===== config.mk =====
export PLATFORM = sky130hd
export DESIGN_NAME = countdown_timer
export DESIGN_NICKNAME = d
export VERILOG_FILES = /design/src/rtl/countdown_pkg.sv /design/src/rtl/tick_prescaler.sv /design/src/rtl/countdown_timer.sv
export SDC_FILE = /design/constraint.sdc
export NUM_CORES = 1
export LEC_CHECK = 0
export ABC_AREA = 1
export CAP_MARGIN = 20
export CORE_ASPECT_RATIO = 1.1
export CORE_MARGIN = 2
export CORE_UTILIZATION = 55
export CTS_CLUSTER_DIAMETER = 100
export CTS_CLUSTER_SIZE = 10
export DETAILED_ROUTE_END_ITERATION = 10
export PLACE_DENSITY = 0.86
export SLEW_MARGIN = 20
export SYNTH_ARGS = -nofsm -noshare
export SYNTH_HDL_FRONTEND = slang
export SYNTH_SLANG_ARGS = --single-unit

===== constraint.sdc =====
create_clock -name clk -period 5.9 [get_ports clk]
set_input_delay 0.59 -clock clk [delete_from_list [all_inputs] [get_ports clk]]
set_output_delay 0.59 -clock clk [all_outputs]
set_load 0.05 [all_outputs]

===== src/rtl/countdown_pkg.sv =====
// Shared state encoding, mm:ss limits and load saturation helpers for the countdown timer.
package countdown_pkg;

  typedef enum logic [1:0] {
    StIdle,
    StRun,
    StPaused,
    StRing
  } state_e;

  localparam logic [5:0] SEC_MAX = 6'd59;
  localparam logic [6:0] MIN_MAX = 7'd99;

  function automatic logic [6:0] sat_min(input logic [6:0] v);
    return (v > MIN_MAX) ? MIN_MAX : v;
  endfunction

  function automatic logic [5:0] sat_sec(input logic [5:0] v);
    return (v > SEC_MAX) ? SEC_MAX : v;
  endfunction

endpackage


===== src/rtl/tick_prescaler.sv =====
// Free-running divide-by-DIV counter; tick is high for the one cycle in which the count wraps.
module tick_prescaler #(
  parameter int unsigned DIV = 10
) (
  input  logic clk,
  input  logic reset_n,
  input  logic en,
  input  logic clr,
  output logic tick
);

  localparam int unsigned W = (DIV > 1) ? $clog2(DIV) : 1;

  logic [W-1:0] count_q;

  assign tick = en && (count_q == W'(DIV - 1));

  always_ff @(posedge clk) begin
    if (!reset_n || clr) begin
      count_q <= '0;
    end else if (en) begin
      count_q <= tick ? '0 : count_q + 1'b1;
    end
  end

endmodule


===== src/rtl/countdown_timer.sv =====
// mm:ss countdown timer with load/start/pause/clear and a ring level at 00:00.
// Optional RING_TIMEOUT_EN: ring self-clears after RING_CYCLES, counted on the shared prescaler.
module countdown_timer
  import countdown_pkg::*;
#(
  parameter int unsigned TICK_DIV    = 5_000_000,
  parameter int unsigned RING_CYCLES = 25_000_000
) (
  input  logic       clk,
  input  logic       reset_n,
  input  logic       load,
  input  logic [6:0] load_min,
  input  logic [5:0] load_sec,
  input  logic       start,
  input  logic       pause,
  input  logic       clear,
  input  logic       ring_ack,
  output logic [6:0] remain_min,
  output logic [5:0] remain_sec,
  output logic       running,
  output logic       ring
);

  state_e     state_q, state_d;
  logic [6:0] min_q, min_d;
  logic [5:0] sec_q, sec_d;
  logic       running_q, ring_q;
  logic       tick, presc_en, presc_clr, load_ok, remain_zero;

`ifdef RING_TIMEOUT_EN
  // Timeout is counted in whole prescaler wraps, so RING_CYCLES is a multiple of TICK_DIV.
  localparam int unsigned RingTicks = RING_CYCLES / TICK_DIV;
  localparam int unsigned RtW       = $clog2(RingTicks + 1);
  logic [RtW-1:0] ring_ticks_q, ring_ticks_d;
  assign presc_en = (state_q == StRun) || (state_q == StRing);
`else
  assign presc_en = (state_q == StRun);
`endif

  assign remain_zero = (min_q == '0) && (sec_q == '0);
  // Entering IDLE or accepting a load restarts the 1 s phase from zero.
  assign presc_clr   = load_ok || (state_d == StIdle);

  tick_prescaler #(
    .DIV(TICK_DIV)
  ) u_prescaler (
    .clk    (clk),
    .reset_n(reset_n),
    .en     (presc_en),
    .clr    (presc_clr),
    .tick   (tick)
  );

  always_comb begin
    state_d = state_q;
    min_d   = min_q;
    sec_d   = sec_q;
    load_ok = 1'b0;
`ifdef RING_TIMEOUT_EN
    ring_ticks_d = '0;
`endif
    if (clear) begin
      state_d = StIdle;
      min_d   = '0;
      sec_d   = '0;
    end else begin
      unique case (state_q)
        StIdle, StPaused: begin
          if (!ring_ack && !pause) begin
            if (start) begin
              if (!remain_zero) state_d = StRun;
            end else if (load) begin
              load_ok = 1'b1;
              min_d   = sat_min(load_min);
              sec_d   = sat_sec(load_sec);
            end
          end
        end
        StRun: begin
          if (tick && !remain_zero) begin
            if (sec_q != '0) begin
              sec_d = sec_q - 6'd1;
            end else begin
              sec_d = SEC_MAX;
              min_d = min_q - 7'd1;
            end
            // Reaching zero wins over a coincident pause.
            if ((min_d == '0) && (sec_d == '0)) state_d = StRing;
            else if (pause)                     state_d = StPaused;
          end else if (pause) begin
            state_d = StPaused;
          end
        end
        StRing: begin
          if (ring_ack) begin
            state_d = StIdle;
          end
`ifdef RING_TIMEOUT_EN
          else if (tick) begin
            if (ring_ticks_q == RtW'(RingTicks - 1)) state_d = StIdle;
            else ring_ticks_d = ring_ticks_q + 1'b1;
          end else begin
            ring_ticks_d = ring_ticks_q;
          end
`endif
        end
        default: state_d = StIdle;
      endcase
    end
  end

  always_ff @(posedge clk) begin
    if (!reset_n) begin
      state_q   <= StIdle;
      min_q     <= '0;
      sec_q     <= '0;
      running_q <= 1'b0;
      ring_q    <= 1'b0;
`ifdef RING_TIMEOUT_EN
      ring_ticks_q <= '0;
`endif
    end else begin
      state_q   <= state_d;
      min_q     <= min_d;
      sec_q     <= sec_d;
      running_q <= (state_d == StRun);
      ring_q    <= (state_d == StRing);
`ifdef RING_TIMEOUT_EN
      ring_ticks_q <= ring_ticks_d;
`endif
    end
  end

  assign remain_min = min_q;
  assign remain_sec = sec_q;
  assign running    = running_q;
  assign ring       = ring_q;

endmodule

==> impl_results.md <==
- Max Cap Violations: 0
- Share of cells above drive strength 1: 0.1054
- F_max: 0.3836 GHz
- DP HPWL: 4496 µm
- CTS Root Cell: clkbuf_8
- Min-delay src: remain_sec[2]$_SDFFE_PP0P_
- Final-report setup violation count: 0
- Outcome: finished clean
- Drc violations: 0
- R2r setup slk: 3.29 ns
- Peak supply drop: 135.3 µV
- Initial DRC count: 264
- Row count: 26
- Worst path cell trace: inv_2, nor2_4, inv_2, nor2_4, nand3_4, nor2_2, inv_1, nand2_1, inv_1, o21ai_0, a21oi_1
- Total negative slack: 0 ns
- Count of pins over their slew limit: 0
- Clk buf depth: 2
- Biggest cell delay along the critical path: 0.46 ns
- Antenna violations before repair: 0
- Area growth from synthesis to layout: 17.13%
- Final Util: 0.6585
- Synthesized instance count: 394
- WHS: 0.5516 ns
- WP data required: 6.09 ns
- Worst Path Arrival: 2.80 ns
- Worst Tran Pin Value: 0.7069 ns
- Max_slew headroom: 0.5270
- Die width: 69.29 µm
- Pwr/cell area: 171.9 nW/µm²
- WL final: 6058 µm
- Critical Path End Type: flop
- Post-route ant nets: 0
- Synth area leader: dfxtp_1
- CTS tree: done
- Routability congestion estimate: 0.9918
- Synthesized area: 2579 µm²
- Worst hold stages: 2
- CP startpoint kind: flop
- Worst skew pair latency: 0.29 ns
- Sequential cell area fraction in the yosys report: 0.3105
- Nets: 451
- Hold EP: remain_sec[2]$_SDFFE_PP0P_
- Most frequent cell after synthesis: nand2_1
- Critical R2R Launch: state_q[0]$_SDFF_PN0_
- Total grt overflow: 0
- All-Layer GR Usage: 0.2388
- Hold WC Path Type: flop to flop
- Die area: 5253 µm²
- H-tree levels: 2
- Commonest cells post-synth: nand2_1, inv_1, nor2_1
- Fin crit share: 0.4418
- Fillcell total: 411
- PortBufs: 34
- Final min period: 2.607 ns
- Post-synth EDFFs: 0
- Core Box Area: 4587 µm²
- Fin cells: 483
- Clk pin slew, worst setup/hold paths: 0.08 ns
- Post-synthesis register bit count: 40
- # diodes: 0
- Drt pass-1 iters: 5
- Top cell type's share of synthesized area: 0.3105
- Crit Path Category: flop to flop
- Final Hold Violating Endpoints: 0
- Mapped Avg Cell Area: 6.545 µm²
- Ranking of synthesized cells by area: dfxtp_1, nand2_1, inv_1
- Max Clock Skew: 0.007085 ns
- Slowest CP cell: nand2_1
- Via count: 2644
- WL per Instance: 12.54 µm
- Largest net degree at the start of global routing: 24
- Async SR Flop Fraction: 0
- Power consumption: 0.5193 mW
- Initial Utilization: 0.5622
- Ys flop type: dfxtp_1
- First-pass GRT wire length: 10170 µm
- CTS buffer count: 5
- # hold bufs at CTS: 0
- Leakage: 1.155 nW
- Vias in the first global route: 2381
- RSZ-0062 raised after global routing: false
- Via-per-instance ratio: 5.474
- Ys Warns: 0
- Reg2reg end: remain_sec[2]$_SDFFE_PP0P_
- Synth cell types: 38
- Die H: 75.82 µm
- Post-CTS setup buffers: 0
- CTS sink count: 40
- Post-synth net total: 419
- # IOs: 35
- PostCTS Resize Cnt: 0
- Critical-path maximum fanout: 23
- Reg2Reg Depth: 11
- Placed Cells: 475
[metrics by stage]
step           instance area, µm²  worst slack [ns]
2_1_floorplan                2579             3.611
3_3_place_gp                 2930             3.450
3_5_place_dp                 2930             3.318
4_1_cts                      3020             3.316
5_1_grt                      3020             2.961
6_report                     3020             3.293
[logic make-up after synthesis]
family	share of synthesized area
AO/OA/AOI/OAI	0.1266
buffers and inverters	0.1014
AND/OR/NAND/NOR	0.4066
flip-flops	0.3105
XOR/XNOR	0.03057
adder cells (fa/ha/maj)	0.02426
[how the worst max path moves through the flow]
stage | startpoint | to | slack [ns] | depth (start not counted)
floorplan | remain_sec[0]$_SDFFE_PP0P_ | u_prescaler.count_q[14]$_SDFFE_PP0P_ | 3.61 | 15
global placement | state_q[0]$_SDFF_PN0_ | remain_sec[2]$_SDFFE_PP0P_ | 3.45 | 11
detailed placement | state_q[0]$_SDFF_PN0_ | remain_sec[2]$_SDFFE_PP0P_ | 3.32 | 11
CTS | state_q[0]$_SDFF_PN0_ | remain_sec[2]$_SDFFE_PP0P_ | 3.32 | 11
global route | state_q[0]$_SDFF_PN0_ | remain_sec[2]$_SDFFE_PP0P_ | 2.96 | 11
finish | state_q[0]$_SDFF_PN0_ | remain_sec[2]$_SDFFE_PP0P_ | 3.29 | 11
[worst max-delay path, delay by kind of cell, from the launching register on]
kind / cells / cell delay, ns
AO/OA/AOI/OAI: 2 / 0.26
buffers and inverters: 4 / 0.56
flip-flops: 1 / 0.35
AND/OR/NAND/NOR: 5 / 1.33
[state kept, by name, indices dropped and copies added, names as in the netlist]
register and count:
u_prescaler.count_q 23, remain_min 7, remain_sec 6, state_q 2, ring 1, running 1
[cells in the final DEF (no fill, tap or decap), types with 7 or more instances in the layout]
cell type and count:
a21oi_1 15, nor3_1 7, nor2_2 23, a31oi_1 8
nand4_1 8, dfxtp_1 40, nand3_1 31, nand2_1 82
nor2_1 50, inv_1 52, clkdlybuf4s50_1 34, o21ai_0 23
[metal layers]
metal	routed length, µm	GRT usage	part of all wire
met2	2924	0.4263	0.48
met3	306	0.04894	0.051
met1	2644	0.2838	0.44
met5	0	0	0
met4	182	0.1046	0.030
[cell type report]
class	count	area (µm²)	share of cell area
inverter	54	202.7	0.06711
clock buffer	8	90.09	0.02983
timing repair buffer	34	340.3	0.1127
sequential	40	800.8	0.2651
tap	56	70.07	0.02320
multi-input combinational	291	1516	0.5021
[report_power, final]
part	switching (mW)	internal, mW	total [mW]
clock	0.0921	0.0954	0.187
sequential	0.00185	0.271	0.273
combinational	0.0339	0.0249	0.0588
No activity file was read; power rests on OpenSTA's default activity.
